[config.mk]
export PLATFORM = sky130hd
export DESIGN_NAME = regfile_nr1w
export DESIGN_NICKNAME = d
export VERILOG_FILES = /design/src/rtl/regfile_nr1w.sv
export SDC_FILE = /design/constraint.sdc
export NUM_CORES = 2
export LEC_CHECK = 0
export ABC_AREA = 1
export ABC_CLOCK_PERIOD_IN_PS = 2600
export CAP_MARGIN = 0
export CORE_MARGIN = 4
export CORE_UTILIZATION = 35
export CTS_CLUSTER_DIAMETER = 50
export CTS_CLUSTER_SIZE = 30
export DETAILED_ROUTE_END_ITERATION = 16
export PLACE_DENSITY = 0.56
export SLEW_MARGIN = 20
export SYNTH_ARGS = -nofsm -noshare
export SYNTH_HDL_FRONTEND = slang
export SYNTH_SLANG_ARGS = --single-unit
[constraint.sdc]
create_clock -name CLK -period 2.6 [get_ports CLK]
set_input_delay 0.52 -clock CLK [delete_from_list [all_inputs] [get_ports CLK]]
set_output_delay 0.52 -clock CLK [all_outputs]
set_load 0.1 [all_outputs]
[src/rtl/regfile_nr1w.sv]
// regfile_nr1w: byte-masked 1W / NREAD-R register file.
// It clears itself in hardware after reset or CLR, has an optional
// hard-zero entry 0 and optional write-to-read forwarding.
// Ports:
//   CLK, RST       clock, synchronous active-high reset
//   CLR            request a new clear sweep
//   BUSY           clear sweep in progress (accesses ignored)
//   WE, WA, WD     byte write enables, write address, write data
//   RE, RA         per-port read enables and packed read addresses
//   RD, RVALID     packed registered read data and per-port valid
module regfile_nr1w #(
    parameter int WSIZE     = 4,
    parameter int AW        = 5,
    parameter int NREAD     = 2,
    parameter int ZERO_REG0 = 1,
    parameter int BYPASS    = 1
) (
    input  logic                      CLK,
    input  logic                      RST,
    input  logic                      CLR,
    output logic                      BUSY,
    input  logic [WSIZE-1:0]          WE,
    input  logic [AW-1:0]             WA,
    input  logic [WSIZE*8-1:0]        WD,
    input  logic [NREAD-1:0]          RE,
    input  logic [NREAD*AW-1:0]       RA,
    output logic [NREAD*WSIZE*8-1:0]  RD,
    output logic [NREAD-1:0]          RVALID
);

    localparam int W = WSIZE * 8;
    localparam int D = 1 << AW;

    typedef enum logic {
        SWEEP = 1'b0,
        READY = 1'b1
    } state_e;

    state_e               state_q, state_d;
    logic [AW:0]          cnt_q, cnt_d;
    logic [AW:0]          cnt_inc;
    logic [W-1:0]         mem_q [D];
    logic [W-1:0]         mem_d [D];
    logic [NREAD*W-1:0]   rd_q, rd_d;
    logic [NREAD-1:0]     rvalid_q, rvalid_d;
    logic                 access;
    logic                 wr_en;
    logic [AW-1:0]        rd_addr;
    logic [W-1:0]         rd_word;

    always_comb begin
        state_d  = state_q;
        cnt_d    = cnt_q;
        cnt_inc  = cnt_q + 1'b1;
        mem_d    = mem_q;
        rd_d     = rd_q;
        rvalid_d = '0;
        access   = 1'b0;
        wr_en    = 1'b0;
        rd_addr  = '0;
        rd_word  = '0;

        unique case (state_q)
            SWEEP: begin
                if (!RST) begin
                    mem_d[cnt_q[AW-1:0]] = '0;
                end
                cnt_d = cnt_inc;
                // Carry into the extra bit marks the last entry written.
                if (cnt_inc[AW]) begin
                    state_d = READY;
                end
                if (CLR) begin
                    cnt_d   = '0;
                    state_d = SWEEP;
                end
            end
            READY: begin
                // The CLR cycle accepts no access: its results would
                // be wiped, and RVALID must stay low once BUSY rises.
                if (CLR) begin
                    cnt_d   = '0;
                    state_d = SWEEP;
                end else begin
                    access = !RST;
                end
            end
        endcase

        wr_en = access && (WE != '0)
              && !((ZERO_REG0 != 0) && (WA == '0));

        for (int b = 0; b < WSIZE; b++) begin
            if (wr_en && WE[b]) begin
                mem_d[WA][b*8 +: 8] = WD[b*8 +: 8];
            end
        end

        for (int i = 0; i < NREAD; i++) begin
            rd_addr = RA[i*AW +: AW];
            rd_word = mem_q[rd_addr];
            if ((BYPASS != 0) && wr_en && (WA == rd_addr)) begin
                for (int b = 0; b < WSIZE; b++) begin
                    if (WE[b]) begin
                        rd_word[b*8 +: 8] = WD[b*8 +: 8];
                    end
                end
            end
            if ((ZERO_REG0 != 0) && (rd_addr == '0)) begin
                rd_word = '0;
            end
            if (access && RE[i]) begin
                rd_d[i*W +: W] = rd_word;
                rvalid_d[i]    = 1'b1;
            end
        end
    end

    always_ff @(posedge CLK) begin
        if (RST) begin
            state_q  <= SWEEP;
            cnt_q    <= '0;
            rd_q     <= '0;
            rvalid_q <= '0;
        end else begin
            state_q  <= state_d;
            cnt_q    <= cnt_d;
            rd_q     <= rd_d;
            rvalid_q <= rvalid_d;
        end
    end

    // Array has no reset; the sweep initialises it.
    always_ff @(posedge CLK) begin
        mem_q <= mem_d;
    end

    assign BUSY   = (state_q == SWEEP);
    assign RD     = rd_q;
    assign RVALID = rvalid_q;

endmodule

==> out/qor.csv <==
metric;value;unit
CTS tree;built;
wire length per cell;23.6;um
launch point of the worst reg-to-reg path;cnt_q[0]$_SDFFE_PP0P_;
count leader, synth;nand2_1;
register cell area after layout;0.0220;sq mm
worst setup path endpoint;mem_q[16]$_DFF_P_;
post-synth net total;8900;
worst-path fanout max;16;
Comb pwr share;0.099;
DR pass1 iterations;7;
Clk pwr share;0.508;
Clock Tree Buf Depth;3;
Final Hold Viols;0;
worst slew pin tran;1.01;ns
Gate Count Post-Synth;8838;
grt total ovfl;0;
Lkg Pwr;25.7;nW
initial antenna violation count;10;
die height;412;um
# clock sinks;1097;
status;complete, no violations;
Die X;412;um
final setup margin;0.0708;ns
Synth top area share;0.385;
#FFs+latches synth;1097;
Tightest Hold Check Type;in -> reg;
Critical Path Source;WA[4];
Filler cells;16714;
fin crit period;2.53;ns
Max-Cap Viols;0;
DRC Markers;0;
unrepaired setup endpoints after global routing;false;
sequential share of power;0.393;
RR Endpoint;mem_q[57]$_DFF_P_;
DIE AREA;0.170;sq mm
# port buffers;122;
reg2reg setup slack;0.23;ns
CTS Root Cell;clkbuf_16;
R2R cell count;8;
Sw Ratio;0.276;
via count;63555;
Worst Skew;0.0433;ns
element type at the critical path end;register;
Post-synth top cells;nand2_1, o21ai_0, nand3_1, dfxtp_1, nor2_1;
dominant synthesized flop cell;dfxtp_1;
max frequency;395;MHz
post-DP HPWL;179000;um
Yosys cell types;39;
worst path required time;3.28;ns
placer congestion estimate;0.979;
hold path start;RST;
period utilisation layout;0.973;
Internal Power;31.1;mW
Pins Over Slew Limit;0;
GRT Total Usage;0.300;
post-route setup TNS;0;ns
Arrival @ worst endpoint;3.21;ns
row cnt;147;
Final ANT Viol Nets;0;
sequential area share after synthesis;0.385;
multi-input logic area;0.0305;sq mm
vias in the first global route;57950;
Post-Synthesis Cell Area;0.0570;sq mm
Post-synth ARST share;0;
Post-synth EDFFs;0;
nets;8953;
Post-CTS Hold Buffers;0;
share of cells above drive strength 1;0.108;
Final Power;43.0;mW
latest clock arrival within the worst-skew pair;0.82;ns
power per cell area;625;mW/mm^2
Ys Warns;0;
largest net degree at the start of global routing;111;
CTS buffer count;145;
Synth area leaders;dfxtp_1, nand2_1, o21ai_0, nand3_1, a21oi_1;
via/cell ratio;5.69;
P&R area growth vs syn;20.5;%
Routed WL;264000;um
first-pass GRT wire length;385000;um
Fin Hold WS;0.217;ns
net switching power figure;11.9;mW
DR iter-0 viols;8707;
nature of the critical path startpoint;input pin;
worst slack, placed;-0.788;ns
# resized after CTS;0;
final instance area;0.0687;sq mm
relative slew slack;0.324;
io pins;123;
setup violators final;0;
Initial Util;0.354;
CTS H-Tree Depth;4;
top cell type by total area after synthesis;dfxtp_1;
crit path kind;in -> reg;
Placed Instance Area;0.0635;sq mm
core area;0.161;sq mm
Post-CTS Setup Bufs;0;
Peak VDD IR;0.000735;V
Syn Area/Cell;6.45;sq um
Clk pin slew, worst setup/hold paths;0.06;ns
cells by family after synthesis:
logic type	Yosys count	share of synthesized area
AND/OR/NAND/NOR	4147	0.305
AO/OA/AOI/OAI	2463	0.225
buffers and inverters	1116	0.0822
flip-flops	1097	0.385
XOR/XNOR	9	0.00138
adder cells (fa/ha/maj)	6	0.00132
cells in the final DEF, fill, tap and decap left out, types with 25 or more instances in the layout:
master	count
nand2_1	2264
o22ai_1	138
nand3_1	1120
o21a_1	46
a21oi_1	526
buf_12	150
clkdlybuf4s50_1	44
nor3_1	45
inv_6	26
nor2_2	25
dfxtp_1	1097
clkbuf_16	148
buf_4	460
nor2_1	629
o211ai_1	87
inv_1	338
o21ai_0	1644
per-stage QoR:
| step | instances | utilization |
|---|---|---|
| final | 11175 | 0.426 |
| after global routing | 11175 | 0.426 |
| after CTS | 11172 | 0.426 |
| after detailed placement | 10904 | 0.394 |
| after global placement | 10904 | 0.394 |
| after floorplan | 8838 | - |
metal layers:
layer	up-vias	share of wire	global-route usage
met3	688	0.12	0.0692
met5	-	0	0
met4	0	0.054	0.146
met2	3709	0.42	0.440
met1	29468	0.41	0.412
li1	29690	-	-
power groups by stage:
stage | combinational, mW | clock (mW) | sequential (mW)
5_1_grt | 4.43 | 22.7 | 16.9
3_5_place_dp | 4.07 | 0 | 17.3
3_3_place_gp | 4.07 | 0 | 17.3
4_1_cts | 4.08 | 22.0 | 16.9
2_1_floorplan | 2.10 | 0 | 17.2
6_report | 4.24 | 21.8 | 16.9
state kept, by name, indices dropped and copies added (netlist names):
name / count
mem_q: 1024
RVALID: 2
RD: 64
cnt_q: 6
state_q: 1
how the worst min path moves through the flow:
stage | endpoint | cells after the start | slack [ns]
2_1_floorplan | mem_q[1003]$_DFF_P_ | 2 | 0.42
3_3_place_gp | mem_q[1005]$_DFF_P_ | 2 | 0.43
3_5_place_dp | mem_q[1006]$_DFF_P_ | 2 | 0.43
4_1_cts | cnt_q[4]$_SDFFE_PP0P_ | 4 | 0.16
5_1_grt | cnt_q[4]$_SDFFE_PP0P_ | 4 | 0.18
6_report | cnt_q[4]$_SDFFE_PP0P_ | 4 | 0.22
area by class of cell:
type | instances | share of cell area
multi-input combinational | 6625 | 0.444
sequential | 1097 | 0.320
timing repair buffer | 664 | 0.102
clock buffer | 172 | 0.0570
tap | 2160 | 0.0393
inverter | 358 | 0.0198
clock inverter | 96 | 0.0185
antenna | 3 | 0.000109
worst max-delay path: stages:
cell             delay (ns)
clkdlybuf4s50_1        0.62
buf_4                  0.20
inv_1                  0.06
nor3_1                 0.32
inv_1                  0.17
nor2_1                 0.22
buf_4                  0.16
inv_1                  0.14
buf_4                  0.18
nor2_2                 0.44
o21ai_0                0.16
Power figures use the tool's default switching activity.
